<file path="src/rtl/atahost_pkg.sv">
// ATA host PIO sequencer shared definitions.
// States, register addresses, timing-set selectors and reset timings.
package atahost_pkg;

  localparam logic [2:0] ST_IDLE = 3'd0;
  localparam logic [2:0] ST_T1   = 3'd1;
  localparam logic [2:0] ST_T2   = 3'd2;
  localparam logic [2:0] ST_T2W  = 3'd3;
  localparam logic [2:0] ST_T4   = 3'd4;
  localparam logic [2:0] ST_TEOC = 3'd5;

  localparam logic [3:0] DATA_ADR    = 4'b0000;
  localparam logic [3:0] DEVHEAD_ADR = 4'b0110;

  localparam logic [1:0] SEL_CMD  = 2'd0;
  localparam logic [1:0] SEL_DEV0 = 2'd1;
  localparam logic [1:0] SEL_DEV1 = 2'd2;
  localparam logic [1:0] SEL_RSVD = 2'd3;

  localparam int T1_DEF   = 6;
  localparam int T2_DEF   = 28;
  localparam int T4_DEF   = 2;
  localparam int TEOC_DEF = 23;

endpackage

</file>
<file path="src/rtl/atahost_pio_dtseq_if.sv">
// Host-side PIO request bus between the register decoder and the sequencer.
// master = register/decoder top, slave = sequencer.
interface atahost_pio_dtseq_if;
  logic        req;
  logic        we;
  logic [3:0]  a;
  logic [15:0] d;
  logic [15:0] q;
  logic        ack;
  logic        busy;

  modport master (
    output req, we, a, d,
    input  q, ack, busy
  );

  modport slave (
    input  req, we, a, d,
    output q, ack, busy
  );
endinterface

</file>
<file path="src/rtl/atahost_pio_tcnt.sv">
// Loadable down-counter timing one PIO phase.
// done is high while the count sits at zero.
module atahost_pio_tcnt #(
  parameter int TWIDTH = 8
) (
  input  logic              wb_clk_i,
  input  logic              rst_nreset_i,
  input  logic              rst,
  input  logic              ld,
  input  logic [TWIDTH-1:0] ld_val,
  output logic              done
);

  logic [TWIDTH-1:0] cnt;

  always_ff @(posedge wb_clk_i or negedge rst_nreset_i) begin
    if (!rst_nreset_i) begin
      cnt <= '0;
    end else if (rst) begin
      cnt <= '0;
    end else if (ld) begin
      cnt <= ld_val;
    end else if (cnt != '0) begin
      cnt <= cnt - TWIDTH'(1);
    end
  end

  assign done = (cnt == '0);

endmodule

</file>
<file path="src/rtl/atahost_pio_dtseq.sv">
// ATA-3 PIO cycle sequencer with a command timing set and per-device data sets.
// Tracks the selected device by shadowing Device/Head register writes.
module atahost_pio_dtseq
  import atahost_pkg::*;
#(
  parameter int TWIDTH   = 8,
  parameter int T1_RST   = T1_DEF,
  parameter int T2_RST   = T2_DEF,
  parameter int T4_RST   = T4_DEF,
  parameter int TEOC_RST = TEOC_DEF
) (
  input  logic                wb_clk_i,
  input  logic                rst_nreset_i,
  input  logic                rst,
  input  logic                cfg_we,
  input  logic [1:0]          cfg_sel,
  input  logic [4*TWIDTH-1:0] cfg_d,
  output logic [4*TWIDTH-1:0] cfg_q,
  input  logic [2:0]          iordy_en,
  atahost_pio_dtseq_if.slave  bus,
  input  logic [15:0]         ddi,
  output logic [2:0]          da,
  output logic                cs0n,
  output logic                cs1n,
  output logic                diorn,
  output logic                diown,
  output logic [15:0]         ddo,
  output logic                ddoe,
  input  logic                iordy
);

  localparam int TW = TWIDTH;
  localparam logic [4*TW-1:0] SET_RST = {
    TW'(TEOC_RST), TW'(T4_RST), TW'(T2_RST), TW'(T1_RST)
  };

  logic [4*TW-1:0] tset0, tset1, tset2;
  logic [4*TW-1:0] set_a, tm_s;
  logic            ien_a, ien_s;
  logic [2:0]      state, state_n;
  logic            we_s;
  logic [3:0]      a_s;
  logic [15:0]     d_s, q_r;
  logic            ack_r, dev;
  logic            sync1, iordy_s;
  logic            acc, leave, ld, done;
  logic [TW-1:0]   ld_val;
  logic            act, strb;

  always_ff @(posedge wb_clk_i or negedge rst_nreset_i) begin
    if (!rst_nreset_i) begin
      tset0 <= SET_RST;
      tset1 <= SET_RST;
      tset2 <= SET_RST;
    end else if (rst) begin
      tset0 <= SET_RST;
      tset1 <= SET_RST;
      tset2 <= SET_RST;
    end else if (cfg_we) begin
      case (cfg_sel)
        SEL_CMD:  tset0 <= cfg_d;
        SEL_DEV0: tset1 <= cfg_d;
        SEL_DEV1: tset2 <= cfg_d;
        default:  ;
      endcase
    end
  end

  always_comb begin
    cfg_q = '0;
    case (cfg_sel)
      SEL_CMD:  cfg_q = tset0;
      SEL_DEV0: cfg_q = tset1;
      SEL_DEV1: cfg_q = tset2;
      SEL_RSVD: cfg_q = '0;
      default:  cfg_q = '0;
    endcase
  end

  // Data-register accesses run on the fast set of the shadowed device.
  always_comb begin
    set_a = tset0;
    ien_a = iordy_en[0];
    if (bus.a == DATA_ADR) begin
      set_a = dev ? tset2 : tset1;
      ien_a = dev ? iordy_en[2] : iordy_en[1];
    end
  end

  assign acc = (state == ST_IDLE) && bus.req;

  always_comb begin
    state_n = state;
    ld      = 1'b0;
    ld_val  = '0;
    leave   = 1'b0;
    unique case (state)
      ST_IDLE: if (bus.req) begin
        state_n = ST_T1;
        ld      = 1'b1;
        ld_val  = set_a[TW-1:0];
      end
      ST_T1: if (done) begin
        state_n = ST_T2;
        ld      = 1'b1;
        ld_val  = tm_s[2*TW-1:TW];
      end
      ST_T2: if (done) begin
        if (ien_s && !iordy_s) begin
          state_n = ST_T2W;
        end else begin
          state_n = ST_T4;
          ld      = 1'b1;
          ld_val  = tm_s[3*TW-1:2*TW];
          leave   = 1'b1;
        end
      end
      ST_T2W: if (iordy_s) begin
        state_n = ST_T4;
        ld      = 1'b1;
        ld_val  = tm_s[3*TW-1:2*TW];
        leave   = 1'b1;
      end
      ST_T4: if (done) begin
        state_n = ST_TEOC;
        ld      = 1'b1;
        ld_val  = tm_s[4*TW-1:3*TW];
      end
      ST_TEOC: if (done) begin
        state_n = ST_IDLE;
      end
      default: state_n = ST_IDLE;
    endcase
  end

  always_ff @(posedge wb_clk_i or negedge rst_nreset_i) begin
    if (!rst_nreset_i) begin
      state   <= ST_IDLE;
      ack_r   <= 1'b0;
      q_r     <= '0;
      sync1   <= 1'b0;
      iordy_s <= 1'b0;
    end else if (rst) begin
      state   <= ST_IDLE;
      ack_r   <= 1'b0;
      q_r     <= '0;
      sync1   <= 1'b0;
      iordy_s <= 1'b0;
    end else begin
      state   <= state_n;
      ack_r   <= leave;
      sync1   <= iordy;
      iordy_s <= sync1;
      if (leave && !we_s) q_r <= ddi;
    end
  end

  always_ff @(posedge wb_clk_i or negedge rst_nreset_i) begin
    if (!rst_nreset_i) begin
      we_s  <= 1'b0;
      a_s   <= '0;
      d_s   <= '0;
      tm_s  <= SET_RST;
      ien_s <= 1'b0;
      dev   <= 1'b0;
    end else if (rst) begin
      we_s  <= 1'b0;
      a_s   <= '0;
      d_s   <= '0;
      tm_s  <= SET_RST;
      ien_s <= 1'b0;
      dev   <= 1'b0;
    end else if (acc) begin
      we_s  <= bus.we;
      a_s   <= bus.a;
      d_s   <= bus.d;
      tm_s  <= set_a;
      ien_s <= ien_a;
      if (bus.we && bus.a == DEVHEAD_ADR) dev <= bus.d[4];
    end
  end

  atahost_pio_tcnt #(.TWIDTH(TW)) u_tcnt (
    .wb_clk_i     (wb_clk_i),
    .rst_nreset_i (rst_nreset_i),
    .rst          (rst),
    .ld           (ld),
    .ld_val       (ld_val),
    .done         (done)
  );

  always_comb begin
    act  = 1'b0;
    strb = 1'b0;
    unique case (1'b1)
      (state == ST_T1):  act = 1'b1;
      (state == ST_T2),
      (state == ST_T2W): begin
        act  = 1'b1;
        strb = 1'b1;
      end
      (state == ST_T4):  act = 1'b1;
      default: ;
    endcase
  end

  assign cs0n  = !(act && !a_s[3]);
  assign cs1n  = !(act && a_s[3]);
  assign diorn = !(strb && !we_s);
  assign diown = !(strb && we_s);
  assign ddoe  = act && we_s;
  assign da    = a_s[2:0];
  assign ddo   = d_s;

  assign bus.q    = q_r;
  assign bus.ack  = ack_r;
  assign bus.busy = (state != ST_IDLE);

endmodule
</file>
<file path="src/flat_wrapper.sv">
// flat-port wrapper written by rule: the top's interface ports become plain ports
module atahost_pio_dtseq_flat import atahost_pkg::*;
#(
  parameter int TWIDTH   = 8,
  parameter int T1_RST   = T1_DEF,
  parameter int T2_RST   = T2_DEF,
  parameter int T4_RST   = T4_DEF,
  parameter int TEOC_RST = TEOC_DEF
)
  (wb_clk_i, rst_nreset_i, rst, cfg_we, cfg_sel, cfg_d, cfg_q, iordy_en, ddi, da, cs0n, cs1n, diorn, diown, ddo, ddoe, iordy, bus_req, bus_we, bus_a, bus_d, bus_q, bus_ack, bus_busy);
  atahost_pio_dtseq_if bus_i ();
  input  logic wb_clk_i;
  input  logic rst_nreset_i;
  input  logic rst;
  input  logic cfg_we;
  input  logic [1:0] cfg_sel;
  input  logic [4*TWIDTH-1:0] cfg_d;
  output logic [4*TWIDTH-1:0] cfg_q;
  input  logic [2:0] iordy_en;
  input  logic [15:0] ddi;
  output logic [2:0] da;
  output logic cs0n;
  output logic cs1n;
  output logic diorn;
  output logic diown;
  output logic [15:0] ddo;
  output logic ddoe;
  input  logic iordy;
  input wire logic [$bits(bus_i.req)-1:0] bus_req;
  input wire logic [$bits(bus_i.we)-1:0] bus_we;
  input wire logic [$bits(bus_i.a)-1:0] bus_a;
  input wire logic [$bits(bus_i.d)-1:0] bus_d;
  output wire logic [$bits(bus_i.q)-1:0] bus_q;
  output wire logic [$bits(bus_i.ack)-1:0] bus_ack;
  output wire logic [$bits(bus_i.busy)-1:0] bus_busy;
  assign bus_i.req = bus_req;
  assign bus_i.we = bus_we;
  assign bus_i.a = bus_a;
  assign bus_i.d = bus_d;
  assign bus_q = bus_i.q;
  assign bus_ack = bus_i.ack;
  assign bus_busy = bus_i.busy;
  atahost_pio_dtseq #(.TWIDTH(TWIDTH), .T1_RST(T1_RST), .T2_RST(T2_RST), .T4_RST(T4_RST), .TEOC_RST(TEOC_RST)) u_core (.wb_clk_i(wb_clk_i), .rst_nreset_i(rst_nreset_i), .rst(rst), .cfg_we(cfg_we), .cfg_sel(cfg_sel), .cfg_d(cfg_d), .cfg_q(cfg_q), .iordy_en(iordy_en), .bus(bus_i), .ddi(ddi), .da(da), .cs0n(cs0n), .cs1n(cs1n), .diorn(diorn), .diown(diown), .ddo(ddo), .ddoe(ddoe), .iordy(iordy));
endmodule
</file>
<file path="config.mk">
export PLATFORM = sky130hd
export DESIGN_NAME = atahost_pio_dtseq_flat
export DESIGN_NICKNAME = d
export VERILOG_FILES = /design/src/rtl/atahost_pkg.sv /design/src/rtl/atahost_pio_dtseq_if.sv /design/src/rtl/atahost_pio_tcnt.sv /design/src/rtl/atahost_pio_dtseq.sv /design/src/flat_wrapper.sv
export SDC_FILE = /design/constraint.sdc
export NUM_CORES = 1
export LEC_CHECK = 0
export BUFFER_PORTS_ARGS = -buffer_cell sky130_fd_sc_hd__buf_2
export CORE_UTILIZATION = 25
export DETAILED_ROUTE_END_ITERATION = 8
export SYNTH_ARGS = -nofsm -noshare
export SYNTH_HDL_FRONTEND = slang
export SYNTH_SLANG_ARGS = --single-unit
</file>
<file path="constraint.sdc">
create_clock -name wb_clk_i -period 2.55 [get_ports wb_clk_i]
set_clock_uncertainty 0.05 [all_clocks]
set_input_delay 0 -clock wb_clk_i [delete_from_list [all_inputs] [get_ports wb_clk_i]]
set_output_delay 0 -clock wb_clk_i [all_outputs]
set_load 0.01 [all_outputs]
</file>
==> impl_metrics.toml, run 1 <==
[status]
outcome = "finished clean"

[layout]
num_antenna_cells = 0
multi_input_area_sq_um = 4070
regArea_sq_um = 4380
final_nets = 1273
n_fill_cell = 3602
drive_above_1_share_pct = 22.7
area_growth_pct = 31.2

[route]
post_drt_wl_per_cell_um = 16.9
drt_iter0_markers = 576
ant_nets = 0
viasPerCell = 4.75
dr.pass1.iters = 5
dr_total_vias = 7880
drc = 0
finalWirelength_um = 28000

[synthesis]
ys_types = 52
ys.flop_type = "dfrtp_1"
postSynth.asyncResetShare_pct = 100
ys_ff_latch = 173
syn_avg_cell_area_sq_um = 8.94
synth_area_sq_um = 8790
syn_nets = 1066
synthCells = 984
synth_warnings = 0
seq_area_frac_synth_pct = 49.8
synth_edf_count = 0

[grt]
grt_max_degree = 131
grt_pass1_vias = 7934
grt_pass1_wl_um = 44600
gr-usage-all-layers_pct = 15.7
overflow = 0
antenna_found_initial = 0

[timing]
hold_viol = 0
final.min_clock_period_ns = 2.38
slew_viol_final = 0
worst_slack_ns = 0.168
max_freq_ghz = 0.420
worst_pin_slew_ns = 0.731
tns_ns = 0
max-slew-margin-rel_pct = 51.3
setup_viol = 0
hold_slack_ns = 0.0427
rsz0062_at_grt = "no"
post-route-period-util_pct = 93.4

[clock_network]
clock-sinks = 173
cts_tree = "built"
cts_buffers = 17
clk-insertion-delay-late_ns = 0.44
clk_pin_slew_ns = 0.07
htree_levels = 4
clock_tree.root_cell = "clkbuf_16"
clockBufferDepth = 2
postCtsSetupRepairBufs = 0

[setup_path]
reg2reg_slack_ns = 0.17
cp-end-kind = "flop"
criticalPathCategory = "flop to flop"
cp.required_ns = 2.79
crit_fanout = 6
start_kind = "flop"
arrival_ns = 2.62

[hold_path]
hold_class = "input port to flop"

[floorplan]
die_h_um = 190
rows = 68
die_width_um = 190
floorplan.initialDensity_pct = 25.5
design.core.area_sq_um = 34500
dieArea_sq_um = 35900
ios = 154

[pwr]
leakagePower_nw = 5.04
p_sw_share_pct = 33.4
peakVddDrop_mv = 0.455
clock_power_share_pct = 31.7
switchingPower_w = 0.00260
cellInternalPower_w = 0.00518
power_density_nw_per_um2 = 674
power_frac_seq_pct = 41.4
pwr-share-comb_pct = 26.9

[placement]
post-place-ws_ns = 0.0334
place_congestion = 0.790
portBuffers = 153
dp_hpwl_um = 18200

[flow_run]
cap_violations = 0
routing by layer:
| layer | vias up | wire, um | global-route usage [%] |
|---|---|---|---|
| li1 | 3782 | - | - |
| met1 | 3863 | 13100 | 21.7 |
| met2 | 218 | 13300 | 25.8 |
| met3 | 17 | 1460 | 2.84 |
| met4 | 0 | 195 | 2.79 |
| met5 | - | 0 | 0 |
power by group through the flow:
| stage | clock [W] | combinational (W) | sequential [W] |
|---|---|---|---|
| after floorplan | 0 | 0.00130 | 0.00321 |
| after global placement | 0 | 0.00194 | 0.00326 |
| after detailed placement | 0 | 0.00196 | 0.00327 |
| after CTS | 0.00255 | 0.00210 | 0.00322 |
| after global routing | 0.00263 | 0.00232 | 0.00326 |
| final | 0.00247 | 0.00209 | 0.00322 |
logic make-up after synthesis:
family          share of synthesized area, %
compound gates                          17.1
xor+xnor                               0.498
fa+ha+maj                              0.285
buf+inv                                 4.30
flops                                   49.8
mux                                     7.75
simple gates                            20.2
worst paths after layout:
path / cells past startpoint / endpoint / startpoint
worst max-delay path: 5 / u_core.u_tcnt.cnt[3]$_DFFE_PN0P_ / u_core.u_tcnt.cnt[4]$_DFFE_PN0P_
worst min-delay path: 5 / u_core.ien_s$_DFFE_PN0P_ / iordy_en[1]
worst max register to register: 5 / u_core.u_tcnt.cnt[3]$_DFFE_PN0P_ / u_core.u_tcnt.cnt[4]$_DFFE_PN0P_
worst min register to register: 1 / u_core.iordy_s$_DFF_PN0_ / u_core.sync1$_DFF_PN0_
max in group asynchronous: 3 / u_core.a_s[1]$_DFFE_PN0P_ / rst_nreset_i
min in group asynchronous: 2 / u_core.bus.q[15]$_DFFE_PN0P_ / rst_nreset_i
worst max-delay path, stage by stage, from the launching register on:
cell and delay [ns]:
dfrtp_1 0.40, or4_1 0.55, or3_1 0.41, o31a_4 0.41, a2111oi_4 0.33, a211oi_1 0.08
flip-flops by register name, summed over array words and instances, names as in the netlist, 4 cells and up:
name	flops
u_core.bus.q	16
u_core.a_s	4
u_core.u_tcnt.cnt	8
u_core.tset0	32
u_core.ddo	16
u_core.tset1	32
u_core.tm_s	24
u_core.tset2	32
synth_stat cells (4+ instances only):
| library cell | n | area [sq um] |
|---|---|---|
| nand3b_1 | 31 | 233 |
| o21ai_0 | 34 | 170 |
| a211oi_1 | 17 | 128 |
| nor2_1 | 29 | 109 |
| mux2i_1 | 67 | 671 |
| buf_1 | 6 | 22.5 |
| buf_4 | 4 | 30.0 |
| nor3b_1 | 4 | 30.0 |
| clkbuf_1 | 71 | 267 |
| dfstp_2 | 38 | 998 |
| a22oi_1 | 5 | 37.5 |
| a211o_1 | 8 | 70.1 |
| inv_1 | 7 | 26.3 |
| o211ai_1 | 19 | 143 |
| nor3_1 | 4 | 20.0 |
| a22o_1 | 21 | 184 |
| a21oi_1 | 112 | 561 |
| dfrtp_1 | 135 | 3380 |
| nand2_1 | 310 | 1160 |
| nor2b_1 | 8 | 50.1 |
per-stage QoR:
stage | utilization [%] | power [W] | cell area (sq um) | std cells
floorplan | - | 0.00451 | 8790 | 984
global placement | 29.3 | 0.00520 | 10100 | 1541
detailed placement | 29.3 | 0.00523 | 10100 | 1541
CTS | 33.4 | 0.00787 | 11500 | 1659
global route | 33.4 | 0.00821 | 11500 | 1659
finish | 33.4 | 0.00778 | 11500 | 1659
placed cells by master (no fill, tap or decap), drive strengths merged, types with 4 or more instances in the layout:
master and instances:
nand3b 31, o21ai 34, inv 12, nand2 310, clkinvlp 4, clkbuf 19, a22o 21, a211oi 17
mux2i 67, dfrtp 135, buf 187, clkinv 4, dfstp 38, a21oi 112, dlygate4sd3 86, nor3b 5
nor3 5, nor2 29, a22oi 5, a211o 8, nor2b 8, o211ai 19
layout make-up:
class	instances	area share (%)
clock buffer	19	3.75
clock inverter	13	0.933
inverter	7	0.228
multi-input combinational	719	35.3
sequential	173	38.0
tap	455	4.93
timing repair buffer	273	16.9
what timing repair did:
item,4_1_cts,5_1_grt
endpoints found under the hold margin,204,0
hold buffers,86,0
endpoints found under the setup margin,0,27
gates resized for setup,0,3
No activity file was read; power rests on OpenSTA's default activity.
==> run 2, diff against run 1 <==
Settings changed: CTS_BUF_LIST set to sky130_fd_sc_hd__clkbuf_4.
==> impl_metrics.toml, run 2 (same netlist as run 1, synthesis figures left out) <==
[floorplan]
dieArea_sq_um = 35900
floorplan.initialDensity_pct = 25.5
die_width_um = 190
rows = 68
die_h_um = 190
ios = 154
design.core.area_sq_um = 34500

[layout]
design_area_sq_um = 11400
drive_above_1_share_pct = 22.7
reg_top3 = "u_core.tset0 (32), u_core.tset1 (32), u_core.tset2 (32)"
fin_util_pct = 32.9
final_nets = 1284
n_fill_cell = 3630
regArea_sq_um = 4380
multi_input_area_sq_um = 4060
area_growth_pct = 29.3
layout_commonest_cell = "nand2_1"
num_antenna_cells = 0
mostFrequentLayoutCells = "nand2_1, buf_2, dfrtp_1"

[setup_path]
cp_top_family = "simple AND/OR/NAND/NOR gates"
cp-end-kind = "flop"
max_stage_delay_ns = 0.55
arrival_ns = 2.79
cp_slowest_cell = "or4_1"
start_kind = "flop"
criticalPathCategory = "flop to flop"
cp.required_ns = 2.94
crit_fanout = 6
crit_chain = "or4_1 -> or3_1 -> o31a_4 -> a2111oi_4 -> a211oi_1"
critPathBufInv = 0

[pwr]
peakVddDrop_mv = 0.304
power_density_nw_per_um2 = 603
leakagePower_nw = 4.91

[clock_network]
postCtsSetupRepairBufs = 0
cts_buffers = 17
clk-insertion-delay-late_ns = 0.60
cts_tree = "built"
htree_levels = 4
clock_tree.root_cell = "clkbuf_4"
clock-sinks = 173
clockBufferDepth = 2
clk_pin_slew_ns = 0.18

[timing]
worst_slack_ns = 0.158
rsz0062_at_grt = "no"
max-slew-margin-rel_pct = 53.0
setup_viol = 0
tns_ns = 0
final.min_clock_period_ns = 2.39
worst_pin_slew_ns = 0.705
slew_viol_final = 0
hold_slack_ns = 0.124
max_freq_ghz = 0.418
post-route-period-util_pct = 93.8
hold_viol = 0

[flow_run]
cap_violations = 0

[hold_path]
hold_class = "input port to flop"

[route]
ant_nets = 0
dr.pass1.iters = 7
finalWirelength_um = 28100
post_drt_wl_per_cell_um = 16.8
dr_total_vias = 7946
viasPerCell = 4.76
drc = 0
drt_iter0_markers = 488

[grt]
antenna_found_initial = 0
grt_max_degree = 131
overflow = 0
grt_pass1_wl_um = 44500
gr-usage-all-layers_pct = 15.8
grt_pass1_vias = 7983

[placement]
place_congestion = 0.790
dpl_cell_area_sq_um = 10100
portBuffers = 153
post-place-ws_ns = 0.0334
dp_hpwl_um = 18200

[status]
outcome = "finished clean"
run 2: cell types whose count changed in the layout (fill, tap and decap cells not counted):
cell and delta:
dlygate4sd3_1 +10, clkbuf_16 -17, buf_16 +1, clkbuf_4 +19
nand2_2 +1, clkbuf_1 -2, nand2_4 -1
run 2: layout make-up:
| cell class | instances | share of cell area [%] |
|---|---|---|
| Timing Repair Buffer | 284 | 18.3 |
| Tap cell | 455 | 5.01 |
| Inverter | 7 | 0.231 |
| Multi-Input combinational cell | 719 | 35.7 |
| Clock buffer | 19 | 1.25 |
| Clock inverter | 13 | 0.947 |
| Sequential cell | 173 | 38.5 |
run 2: repair_timing:
| action | CTS | global route |
|---|---|---|
| hold buffers | 97 | 0 |
| hold endpoints to repair | 294 | 0 |
| endpoints found under the setup margin | 0 | 17 |
| gates resized for setup | 0 | 2 |
run 2: final timing paths:
path / startpoint / to / slack [ns] / depth (start not counted)
setup / recovery: u_core.u_tcnt.cnt[4]$_DFFE_PN0P_ / u_core.u_tcnt.cnt[3]$_DFFE_PN0P_ / 0.16 / 5
hold / removal: cfg_d[2] / u_core.tset1[2]$_DFFE_PN1P_ / 0.12 / 4
setup reg to reg: u_core.u_tcnt.cnt[4]$_DFFE_PN0P_ / u_core.u_tcnt.cnt[3]$_DFFE_PN0P_ / 0.16 / 5
hold reg to reg: u_core.sync1$_DFF_PN0_ / u_core.iordy_s$_DFF_PN0_ / 0.43 / 1
max in group asynchronous: rst_nreset_i / u_core.a_s[1]$_DFFE_PN0P_ / 1.45 / 4
min in group asynchronous: rst_nreset_i / u_core.tset0[2]$_DFFE_PN1P_ / 0.56 / 3
run 2: layer usage:
| layer | track usage (%) | vias to the layer above | share of wire, % |
|---|---|---|---|
| met3 | 3.08 | 13 | 5.4 |
| met4 | 2.88 | 0 | 0.73 |
| met5 | 0 | - | 0 |
| met2 | 25.7 | 223 | 47 |
| met1 | 21.7 | 3900 | 47 |
| li1 | - | 3810 | - |
run 2: worst min-delay path: stages:
cell	delay (ns)
dlygate4sd3_1	0.52
buf_2	0.14
nand2_1	0.06
nand3b_1	0.07
run 2: report_power, final:
| group | switching (W) | internal [W] |
|---|---|---|
| clock | 0.00108 | 0.000427 |
| combinational | 0.00120 | 0.000933 |
| sequential | 0.000211 | 0.00301 |
| total | 0.00249 | 0.00437 |
run 2: stage by stage:
stage          instances  total power [W]
2_1_floorplan        984          0.00451
3_3_place_gp        1541          0.00520
3_5_place_dp        1541          0.00523
4_1_cts             1670          0.00693
5_1_grt             1670          0.00727
6_report            1670          0.00686
